[src/rtl/ts_pkg.sv]
// Shared definitions for the timestamp capture block.
// Record layout and source encoding used by the capture path and its FIFO.
package ts_pkg;

    localparam int SEQ_W = 16;
    localparam int TS_W  = 64;
    localparam int REC_W = 1 + SEQ_W + TS_W;

    localparam logic SRC_TX = 1'b0;
    localparam logic SRC_RX = 1'b1;

    typedef struct packed {
        logic             src;
        logic [SEQ_W-1:0] seq;
        logic [TS_W-1:0]  ts;
    } ts_rec_t;

    // Saturating add of a small increment onto a counter of width w.
    function automatic logic [63:0] sat_add(
        input logic [63:0] cnt,
        input logic [1:0]  inc,
        input int          w
    );
        logic [64:0] sum;
        logic [63:0] top;
        top = (w >= 64) ? '1 : ((64'd1 << w) - 64'd1);
        sum = {1'b0, cnt} + {63'd0, inc};
        if (sum > {1'b0, top}) begin
            sat_add = top;
        end else begin
            sat_add = sum[63:0];
        end
    endfunction

endpackage

[src/rtl/ts_fifo.sv]
// First-word-fall-through record FIFO with a registered read stage.
// The head entry stays counted in level until the consumer pops it.
module ts_fifo
    import ts_pkg::*;
#(
    parameter int DEPTH = 8
) (
    input  logic                   clk,
    input  logic                   rst,
    input  logic                   wr_en,
    input  ts_rec_t                wr_data,
    output logic                   wr_ready,
    output logic                   rd_valid,
    input  logic                   rd_ready,
    output ts_rec_t                rd_data,
    output logic [$clog2(DEPTH):0] level
);

    localparam int AW = $clog2(DEPTH);
    localparam int PW = AW + 1;

    ts_rec_t        mem [DEPTH];
    logic [PW-1:0]  wr_ptr;
    logic [PW-1:0]  rd_ptr;
    logic [PW-1:0]  rd_ptr_n;
    logic           full;
    logic           pop;
    logic           push;
    logic           fill;

    // Handshake, occupancy and the head pointer for the next cycle.
    always_comb begin
        pop      = rd_valid & rd_ready;
        full     = (wr_ptr[AW] != rd_ptr[AW]) &&
                   (wr_ptr[AW-1:0] == rd_ptr[AW-1:0]);
        wr_ready = ~full | pop;
        push     = wr_en & wr_ready;
        rd_ptr_n = rd_ptr + PW'(pop);
        fill     = (rd_ptr_n != wr_ptr);
        level    = wr_ptr - rd_ptr;
    end

    // Storage array; a slot is only written once the reader has left it.
    always_ff @(posedge clk) begin
        if (push) begin
            mem[wr_ptr[AW-1:0]] <= wr_data;
        end
    end

    // Pointers and output register; head is refreshed from pre-write state
    // so a new entry shows up the cycle after it is written.
    always_ff @(posedge clk or posedge rst) begin
        if (rst) begin
            wr_ptr   <= '0;
            rd_ptr   <= '0;
            rd_valid <= 1'b0;
            rd_data  <= '0;
        end else begin
            if (push) begin
                wr_ptr <= wr_ptr + PW'(1);
            end
            rd_ptr   <= rd_ptr_n;
            rd_valid <= fill;
            if (fill) begin
                rd_data <= mem[rd_ptr_n[AW-1:0]];
            end
        end
    end

endmodule

[src/rtl/ts_capture.sv]
// PTP start-of-frame timestamp capture: tx/rx pending slots feeding one FIFO.
// Lost events are counted in a saturating drop counter with a sticky flag.
module ts_capture
    import ts_pkg::*;
#(
    parameter int DEPTH  = 8,
    parameter int DROP_W = 16
) (
    input  logic                   clk,
    input  logic                   rst,
    input  logic                   en,
    input  logic                   tx_sof,
    input  logic                   rx_sof,
    input  logic [TS_W-1:0]        time_ptp_ns,
    output logic                   m_valid,
    input  logic                   m_ready,
    output logic                   m_src,
    output logic [SEQ_W-1:0]       m_seq,
    output logic [TS_W-1:0]        m_ts,
    output logic [DROP_W-1:0]      drop_cnt,
    output logic                   overflow,
    input  logic                   clr,
    output logic [$clog2(DEPTH):0] level
);

    logic             tx_pend;
    logic             rx_pend;
    logic [TS_W-1:0]  tx_ts;
    logic [TS_W-1:0]  rx_ts;
    logic [SEQ_W-1:0] seq;

    logic             tx_evt;
    logic             rx_evt;
    logic             grant_tx;
    logic             grant_rx;
    logic             wr_req;
    logic             wr_ready;
    logic             wr_ok;
    logic             fifo_drop;
    logic             tx_drop;
    logic             rx_drop;
    logic [1:0]       n_drop;
    logic [DROP_W:0]  drop_sum;
    logic [DROP_W-1:0] drop_next;
    ts_rec_t          wr_rec;
    ts_rec_t          rd_rec;

    // Arbitration, drop detection and the record offered to the FIFO.
    always_comb begin
        tx_evt    = en & tx_sof;
        rx_evt    = en & rx_sof;
        grant_tx  = tx_pend;
        grant_rx  = rx_pend & ~tx_pend;
        wr_req    = grant_tx | grant_rx;
        wr_ok     = wr_req & wr_ready;
        fifo_drop = wr_req & ~wr_ready;
        tx_drop   = tx_evt & tx_pend & ~grant_tx;
        rx_drop   = rx_evt & rx_pend & ~grant_rx;
        n_drop    = {1'b0, tx_drop} + {1'b0, rx_drop} + {1'b0, fifo_drop};
        drop_sum  = {1'b0, drop_cnt} + (DROP_W+1)'(n_drop);
        drop_next = drop_sum[DROP_W] ? '1 : drop_sum[DROP_W-1:0];
        wr_rec.src = grant_tx ? SRC_TX : SRC_RX;
        wr_rec.seq = seq;
        wr_rec.ts  = grant_tx ? tx_ts : rx_ts;
    end

    // Tx pending slot: reload when empty or being served, else hold old stamp.
    always_ff @(posedge clk or posedge rst) begin
        if (rst) begin
            tx_pend <= 1'b0;
            tx_ts   <= '0;
        end else if (tx_evt && (!tx_pend || grant_tx)) begin
            tx_pend <= 1'b1;
            tx_ts   <= time_ptp_ns;
        end else if (grant_tx) begin
            tx_pend <= 1'b0;
        end
    end

    // Rx pending slot: same policy, but it only drains when tx is idle.
    always_ff @(posedge clk or posedge rst) begin
        if (rst) begin
            rx_pend <= 1'b0;
            rx_ts   <= '0;
        end else if (rx_evt && (!rx_pend || grant_rx)) begin
            rx_pend <= 1'b1;
            rx_ts   <= time_ptp_ns;
        end else if (grant_rx) begin
            rx_pend <= 1'b0;
        end
    end

    // Sequence number advances only for records that reach the FIFO.
    always_ff @(posedge clk or posedge rst) begin
        if (rst) begin
            seq <= '0;
        end else if (wr_ok) begin
            seq <= seq + SEQ_W'(1);
        end
    end

    // Loss accounting; a clear in the same cycle as a loss takes priority.
    always_ff @(posedge clk or posedge rst) begin
        if (rst) begin
            drop_cnt <= '0;
            overflow <= 1'b0;
        end else if (clr) begin
            drop_cnt <= '0;
            overflow <= 1'b0;
        end else if (n_drop != 2'd0) begin
            drop_cnt <= drop_next;
            overflow <= 1'b1;
        end
    end

    ts_fifo #(
        .DEPTH(DEPTH)
    ) u_fifo (
        .clk      (clk),
        .rst      (rst),
        .wr_en    (wr_req),
        .wr_data  (wr_rec),
        .wr_ready (wr_ready),
        .rd_valid (m_valid),
        .rd_ready (m_ready),
        .rd_data  (rd_rec),
        .level    (level)
    );

    assign m_src = rd_rec.src;
    assign m_seq = rd_rec.seq;
    assign m_ts  = rd_rec.ts;

endmodule

[config.mk]
export PLATFORM = sky130hd
export DESIGN_NAME = ts_capture
export DESIGN_NICKNAME = d
export VERILOG_FILES = /design/src/rtl/ts_pkg.sv /design/src/rtl/ts_fifo.sv /design/src/rtl/ts_capture.sv
export SDC_FILE = /design/constraint.sdc
export NUM_CORES = 1
export LEC_CHECK = 0
export ABC_AREA = 0
export CAP_MARGIN = 20
export CORE_MARGIN = 4
export CORE_UTILIZATION = 33
export CTS_CLUSTER_SIZE = 25
export DETAILED_ROUTE_END_ITERATION = 6
export SYNTH_ARGS = -nofsm -noshare
export SYNTH_HDL_FRONTEND = slang
export SYNTH_HIERARCHICAL = 1
export SYNTH_SLANG_ARGS = --single-unit
[constraint.sdc]
create_clock -name clk -period 9.1 [get_ports clk]
set_clock_uncertainty 0.1 [all_clocks]
set_input_delay 1.365 -clock clk [delete_from_list [all_inputs] [get_ports clk]]
set_output_delay 1.365 -clock clk [all_outputs]
set_load 0.02 [all_outputs]
# Word-level counts from Yosys, hierarchy flattened
# Memories as Yosys holds them, arrays and structs flattened. A register that Yosys moved wholly into a read port is not among the register bits.
# Cells that the tools add are included.
dict set report word_totals {
  reg_bits 172
  mem_bits_rw 648
  input_bits 71
  output_inout_bits 103
  word_cells 56
  n_memories 1
}
# memory words width rd rd_ports_with_merged_regs wr line_no
set mem_list {}
lappend mem_list {u_fifo.mem 8 81 1 1 1 ts_fifo.sv:22} ;# ts_rec_t mem [DEPTH];
dict set report classes {
  n_addsub 7
  n_eq_ne 3
  muxes 12
  bitwise 16
  reduce_logical 7
}
# operator n
set ops {}
lappend ops {{two-way mux 64 bit} 1}
lappend ops {{two-way mux 16 bit} 3}
lappend ops {{adder 16 x 2 -> 17 bit} 1}
lappend ops {{adder 16 x 1 -> 16 bit (second input constant)} 1}
lappend ops {{AND 1 bit} 10}
lappend ops {{two-way mux 1 bit} 8}
lappend ops {{nonzero test 2 bit} 3}
lappend ops {{adder 4 x 1 -> 4 bit} 1}
lappend ops {{adder 4 x 1 -> 4 bit (second input constant)} 1}
lappend ops {{!= test 4 bit} 1}
lappend ops {{inverter 1 bit} 4}
lappend ops {{subtractor 4 bit} 1}
lappend ops {{equality test 3 bit} 1}
lappend ops {{adder 1 x 1 -> 2 bit} 1}
lappend ops {{adder 2 x 1 -> 2 bit} 1}
lappend ops {{logical AND 1 bit} 2}
lappend ops {{bitwise OR 1 bit} 2}
lappend ops {{zero test 1 bit} 1}
lappend ops {{logical OR 1 bit} 1}
lappend ops {{!= test 1 bit} 1}

# Longest topological paths before layout
# Gate-level depths: netlist of run 1.
dict set report logic_depth {
  word_depth 11
  depth_mapped 13
  depth_no_buf 12
}

# Modules after synthesis
# The synthesis of run 1 kept the hierarchy.
# mod instances cells_each area_each_um2 seq_area_each_um2
set modules_own_cells {}
lappend modules_own_cells {ts_fifo 1 1611 29370.7 21710.8}
lappend modules_own_cells {ts_capture 1 531 7398.3 4078.9}

# Worst setup path before layout of run 1
# Ideal clock, no wire load.
dict set report synth_path {
  path_kind {input to register}
  from {input port m_ready}
  to {memory u_fifo/mem[0][0] in the netlist's numbering, enable pin}
  setup_ns 0.720
  t_arrival_ns 9.348
  required_ns 8.280
  slack_ns -1.067
  path_stages 4
  path_buffers 0
  cell_sequence {nand2_1 > nand3_1 > nand2_1 > nor4_1}
}
dict set report synth_between {
  elab_chain_len 5
}
# item line_no
set synth_lines {}
lappend synth_lines {{from (decl)} ts_capture.sv:16} ;# input logic m_ready,
lappend synth_lines {{AND 1 bit} ts_fifo.sv:33} ;# pop = rd_valid & rd_ready;
lappend synth_lines {{bitwise OR 1 bit} ts_fifo.sv:36} ;# wr_ready = ~full | pop;
lappend synth_lines {{via wr_ready} ts_capture.sv:37} ;# logic wr_ready;
lappend synth_lines {{AND 1 bit} ts_fifo.sv:37} ;# push = wr_en & wr_ready;
lappend synth_lines {{two-way mux 1 bit} ts_fifo.sv:45} ;# if (push) begin
lappend synth_lines {{two-way mux 1 bit (not written as such)} ts_fifo.sv:46} ;# mem[wr_ptr[AW-1:0]] <= wr_data;
lappend synth_lines {{to (decl)} ts_fifo.sv:22}
# The timed path passes the listed nets, and every way through them passes these cells.

# Worst setup path in the final report of run 1
dict set report layout_path {
  from {input port m_ready}
  to {register, netlist name u_fifo/rd_data[50]}
}
dict set report layout_between {
  elab_chain_len 3
}
# item line_no
set layout_lines {}
lappend layout_lines {{AND 1 bit *} ts_fifo.sv:33}
lappend layout_lines {{adder 4 x 1 -> 4 bit *} ts_fifo.sv:38} ;# rd_ptr_n = rd_ptr + PW'(pop);
lappend layout_lines {{!= test 4 bit} ts_fifo.sv:39} ;# fill = (rd_ptr_n != wr_ptr);
# Mark *: on every way between the ends. The rest lies on a longest branch, timed or not.
# A chain may end at the register's enable or synchronous reset.

==> metrics, run 1 <==
CP arrival=around 5000 ps; PwrDens=approximately 350 nW/µm²; status=completed; post-CTS setup buffers=0; synthesis-to-layout area growth=16.9%; reg2reg end=drop_cnt[15]; dpl hpwl=between 40000 and 50000 µm; drt total wl=83500 µm; Worst-Skew Late Latency=650 ps; Worst Hold Class=register to register; R2R Setup Slk=~4600 ps; Worst Path Max Fanout=between 80 and 90; Lkg Pwr=around 16 nW; Clk pwr share=25.5%; R2R depth=12; Layout Nets=around 2400; Tightest Pin Transition=about 1100 ps; number of max-cap violations=0; Internal Dissipation=a little over 10 mW; Hold-fix buffers, CTS=0; Max rail drop VDD=381 µV; leading area contributor after synthesis=edfxtp_1; initial antenna violation count=5; die width=about 340 µm; Die H=342 µm; switching pwr=between 4 and 5 mW; Post-Syn Instances=around 2100; sequential-to-total area share from yosys stat=between 70% and 80%; Post-Synthesis Net Count=about 2200; clock sinks=901; register share of total power=between 30% and 40%; max_slew headroom=between 20 and 30%; vias per std cell=4.95; RSZ-0062 raised after global routing=false; initial drt markers=1110; #FFs+latches synth=about 900; wire per inst=21.6 µm; Clk pin slew, worst setup/hold paths=approximately 60 ps; row cnt=approximately 120; layout cells sized above 1=22.1%; io pins=~170; Worst Setup End Kind=register; Logic pwr share=a little over a third; die area=between 100000 and 150000 µm²; vias=about 19000; starting density of the core=33.2%; Fmax achieved=0.213 GHz; EDFF count, synth=648; IO Port Bufs=173; clock buffer count from CTS=94; DRC errors left=0; Reg2Reg Launch Point=u_fifo/wr_ptr[0]; gpl congestion=around 0.74; CP endpoint=u_fifo/rd_data[50]; Synth async-reset ratio=roughly 28%; Syn Area/Cell=17.2 µm²; final hold vios=0; Pins Over Slew Limit=0; Sw Ratio=roughly a third; Total GRT Usage=14.2%; antenna-violating nets left=0; CP startpoint=m_ready; top post-synthesis cells by area=edfxtp_1 53%, dfrtp_1 17%, mux2_2 5.8%; drt pass-1 iters=5; Layout Utilization=roughly two fifths; vias in the first global route=approximately 20000; largest net degree at the start of global routing=between 150 and 200; Synth top area share=approximately 53%; Syn. warnings=6; total grt overflow=0; library cells used by synthesis=56; Critical Path RT=roughly 9500 ps; startpoint types=input pin; Root Driver=clkbuf_16; first-pass GRT wire length=around 130000 µm; Period Utilization, post-route=roughly half; final setup vio count=0; Crit Path Category=input pin to register; Most used DFF post-synth=edfxtp_1; cts repair resizes=0; H-tree levels=3; fin crit period=4700 ps; Core Box Area=between 100000 and 150000 µm²; setup_tns=0 ps; TritonCTS clock tree=done; Mapped Area=approximately 37000 µm²; clk buf depth=3
-- worst min-delay path by stage --
stage	startpoint	end	slack (ps)	cells after the start
6_report	rx_ts[51]	rx_ts[51]	390	1
5_1_grt	rx_ts[57]	rx_ts[57]	410	1
4_1_cts	rx_ts[51]	rx_ts[51]	390	1
3_5_place_dp	rx_ts[51]	rx_ts[51]	380	1
3_3_place_gp	rx_ts[54]	rx_ts[54]	370	1
2_1_floorplan	rx_ts[51]	rx_ts[51]	350	1
-- routing by layer --
metal / vias to the layer above / share of wire (%) / track usage [%]
met4: 4 / 2.0 / 4.04
met1: 9973 / 45 / 19.0
li1: 8632 / - / -
met3: 111 / 5.3 / 3.08
met5: - / 0.026 / 0
met2: 406 / 48 / 23.2
-- stage by stage --
| stage | cell area [µm²] | hold slack (ps) | worst slack, ps | power [mW] | cells |
|---|---|---|---|---|---|
| after CTS | 43000 | 392 | 4430 | 15.4 | 3865 |
| after global routing | 43000 | 411 | 4170 | 16.1 | 3867 |
| after detailed placement | 39800 | 378 | 3740 | 11.5 | 3689 |
| after floorplan | 36800 | 354 | 955 | 10.0 | 2142 |
| final | 43000 | 388 | 4400 | 15.2 | 3867 |
| after global placement | 39800 | 368 | 3730 | 11.4 | 3689 |
-- cells in the final DEF, fill, tap and decap left out, types with 22 or more instances in the layout --
| cell | instances |
|---|---|
| a2111oi_0 | 111 |
| and3_1 | 116 |
| buf_4 | 24 |
| clkbuf_16 | 97 |
| clkdlybuf4s50_1 | 173 |
| dfrtp_1 | 252 |
| edfxtp_1 | 648 |
| mux2_2 | 190 |
| mux2_4 | 79 |
| mux2i_1 | 115 |
| mux4_2 | 52 |
| nand2_1 | 103 |
| nor2_1 | 22 |
| nor2b_1 | 110 |
| nor4_1 | 56 |
-- Yosys cell counts, drive strengths merged (8+ instances only) --
cell type / instances
a211oi: 9
mux2i: 115
xnor2: 21
dfrtp: 253
inv: 16
mux2: 276
a2111oi: 112
ha: 9
nor3: 8
nor2b: 110
nand3: 15
a21oi: 8
nor2: 24
edfxtp: 648
clkbuf: 57
nand2: 104
mux4: 52
and3: 117
nor4: 57
buf: 85
-- power groups by stage --
stage / Sequential [mW] / Combinational (mW) / Clock (mW)
2_1_floorplan: 5.99 / 4.03 / 0
3_3_place_gp: 5.84 / 5.51 / 0
3_5_place_dp: 5.87 / 5.64 / 0
4_1_cts: 5.80 / 5.65 / 4.00
5_1_grt: 5.86 / 6.04 / 4.17
6_report: 5.78 / 5.57 / 3.89
-- final cells by class --
cell class	instances	area, µm²
fillers	9998	67700
flip-flops and latches	901	25800
multi-input cells	1083	10100
clock buffers	124	2620
repair buffers	202	2020
well taps	1488	1860
clock inverters	52	546
inverters	16	77.6
diodes	1	2.50
-- registers in the layout (all words and copies together), names as in the netlist --
signal / cells
tx_ts: 64
seq: 16
drop_cnt: 16
rx_ts: 64
u_fifo/wr_ptr: 4
u_fifo/rd_ptr: 4
overflow: 1
u_fifo/mem: 648
u_fifo/rd_valid: 1
rx_pend: 1
grant_tx: 1
u_fifo/rd_data: 81
-- cell families (layout without fill, tap and decap cells) --
group / Yosys count / count (layout) / share of synthesized area [%]
xor gates and xnor gates: 27 / 27 / 0.704
muxes: 443 / 443 / 15.6
other: 1 / 2 / 0.0102
adders and majority gates: 12 / 12 / 0.470
buffers and inverters: 158 / 394 / 2.77
AOI/OAI and AO/OA: 144 / 144 / 3.33
DFF: 901 / 901 / 70.1
and+or+nand+nor: 456 / 456 / 7.01
-- worst max-delay path: stages --
cell and delay [ps]:
clkdlybuf4s50_1 400, nand2_1 140, inv_1 90, ha_4 170
ha_4 170, xnor2_4 110, buf_4 530, inv_4 550
xnor2_2 270, nand4_1 180, buf_12 590, mux2_2 410
No activity file was read; power rests on OpenSTA's default activity.
==> run 2, diff against run 1 <==
clock period = 4.84 ns   (was 9.1 ns; I/O delays follow)
==> metrics, run 2 (synthesis results as in run 1) <==
cts repair resizes=0 (unchanged); TritonCTS clock tree=done; max_slew headroom=32.2% (+3.8 points); die width=342 µm (unchanged); Pins Over Slew Limit=0 (unchanged); Worst-Skew Late Latency=630 ps (-20 ps); flip-flop count of the largest register after layout=648 (unchanged); Hold-fix buffers, CTS=0 (unchanged); PwrDens=671 nW/µm² (+89%); CP endpoint=drop_cnt[15]; Root Driver=clkbuf_16; final hold vios=0 (unchanged); first-pass GRT wire length=128000 µm (+1.5%); clock buffer count from CTS=92 (-2.1%); Final Cell Area=43400 µm² (+0.98%); starting density of the core=33.2% (unchanged); Reg2Reg Launch Point=u_fifo/wr_ptr[1]; total grt overflow=0 (unchanged); Period Utilization, post-route=a little under nine tenths; reg2reg end=drop_cnt[15]; initial drt markers=1270 (+14%); CP arrival=4540 ps (-590 ps); io pins=174 (unchanged); vias per std cell=4.95 (+0.17%); drt total wl=84900 µm (+1.7%); dpl hpwl=46100 µm (+2.8%); initial antenna violation count=5 (unchanged); row cnt=122 (unchanged); Crit Path Category=register to register; Fmax achieved=0.241 GHz; R2R depth=11 (-1); most frequent cells in the layout=648 x edfxtp_1, 252 x dfrtp_1, 190 x mux2_2, 173 x clkdlybuf4s50_1, 116 x and3_1; Worst Hold Class=register to register; Worst Setup End Kind=register; vias=19300 (+0.71%); wire per inst=21.8 µm (+1.2%); gpl congestion=0.749 (+1.5%); drt pass-1 iters=5 (unchanged); antenna-violating nets left=0 (unchanged); commonest non-fill, non-tap cell in the layout=edfxtp_1; number of max-cap violations=0 (unchanged); fin crit period=between 4000 and 5000 ps; Worst Path Max Fanout=11 (-87%); Total GRT Usage=14.4% (+0.27 points); Layout Utilization=39.2% (+0.38 points); Core Box Area=111000 µm² (unchanged); RSZ-0062 raised after global routing=false; CP startpoint=u_fifo/wr_ptr[1]; clock sinks=901 (unchanged); Tightest Pin Transition=1010 ps (-60.9 ps); startpoint types=register; H-tree levels=3 (unchanged); vias in the first global route=20300 (+2.0%); R2R Setup Slk=690 ps (-3860 ps); synthesis-to-layout area growth=18.0%; DRC errors left=0 (unchanged); Clk pin slew, worst setup/hold paths=60 ps (about the same); Area after DPL=40300 µm² (+1.2%); Critical Path RT=5230 ps (-4300 ps); final setup vio count=0 (unchanged); largest net degree at the start of global routing=137 (-26%); layout cells sized above 1=22.6% (+0.49 points); post-CTS setup buffers=0 (unchanged); Lkg Pwr=15.8 nW (+1.0%); Die H=342 µm (unchanged); FILL cells=9917 (-0.81%); Layout Nets=2403 (+0.92%); die area=117000 µm² (unchanged); clk buf depth=3 (unchanged); IO Port Bufs=173 (unchanged); status=completed; Max rail drop VDD=634 µV (+66%)
-- run 2: cell count changes in the layout (fill, tap and decap cells not counted), sizes merged --
| cell | previous run | this run |
|---|---|---|
| diode | 1 | 3 |
| clkinvlp | 2 | 5 |
| clkbuf | 124 | 128 |
| buf | 29 | 53 |
| bufinv | 10 | 12 |
| inv | 22 | 17 |
| clkinv | 34 | 25 |
-- run 2: worst max-delay path: stages (launching register included) --
cell and delay, ps:
dfrtp_1 750, ha_1 360, and3_1 210, nand3_1 220, nor2b_1 110, fa_1 650, ha_1 290, fa_1 430
nand3_1 230, nor2_1 110, a2111oi_0 450, nor2_1 110
-- run 2: through the flow --
step	TNS [ps]	cells	power [mW]	hold WS (ps)	setup slack, ps
finish	0	3888	29.1	386	690
global route	0	3885	30.7	395	316
CTS	0	3885	29.5	389	682
detailed placement	0	3714	22.1	376	635
global placement	0	3714	21.8	366	660
floorplan	-315100	2142	18.8	354	-936
-- run 2: power by group --
part,internal (mW),switching (mW)
Clock,4.38,2.91
Sequential,10.1,0.691
Combinational,5.08,5.94
-- run 2: layout make-up --
class                   instances  area (µm²)  share of cell area (%)
flip-flops and latches        901       25800                    59.4
multi-input cells            1083       10100                    23.2
clock buffers                 128        2590                    5.97
repair buffers                226        2450                    5.66
well taps                    1488        1860                    4.29
clock inverters                43         533                    1.23
inverters                      16        73.8                   0.170
diodes                          3        7.51                  0.0173
-- run 2: worst min-delay path by stage --
stage / slack (ps) / depth (start not counted) / end / from
after floorplan: 350 / 1 / rx_ts[51] / rx_ts[51]
final: 390 / 1 / rx_ts[56] / rx_ts[56]
after global placement: 370 / 1 / rx_ts[52] / rx_ts[52]
after detailed placement: 380 / 1 / rx_ts[56] / rx_ts[56]
after global routing: 400 / 1 / rx_ts[52] / rx_ts[52]
after CTS: 390 / 1 / rx_ts[52] / rx_ts[52]
-- run 2: per-layer routing --
| layer | vias up | global-route usage [%] | wire, µm |
|---|---|---|---|
| li1 | 8698 | - | - |
| met2 | 468 | 23.2 | 40000 |
| met1 | 9968 | 19.4 | 37800 |
| met5 | - | 0 | 21 |
| met4 | 4 | 4.40 | 1850 |
| met3 | 124 | 3.46 | 5250 |
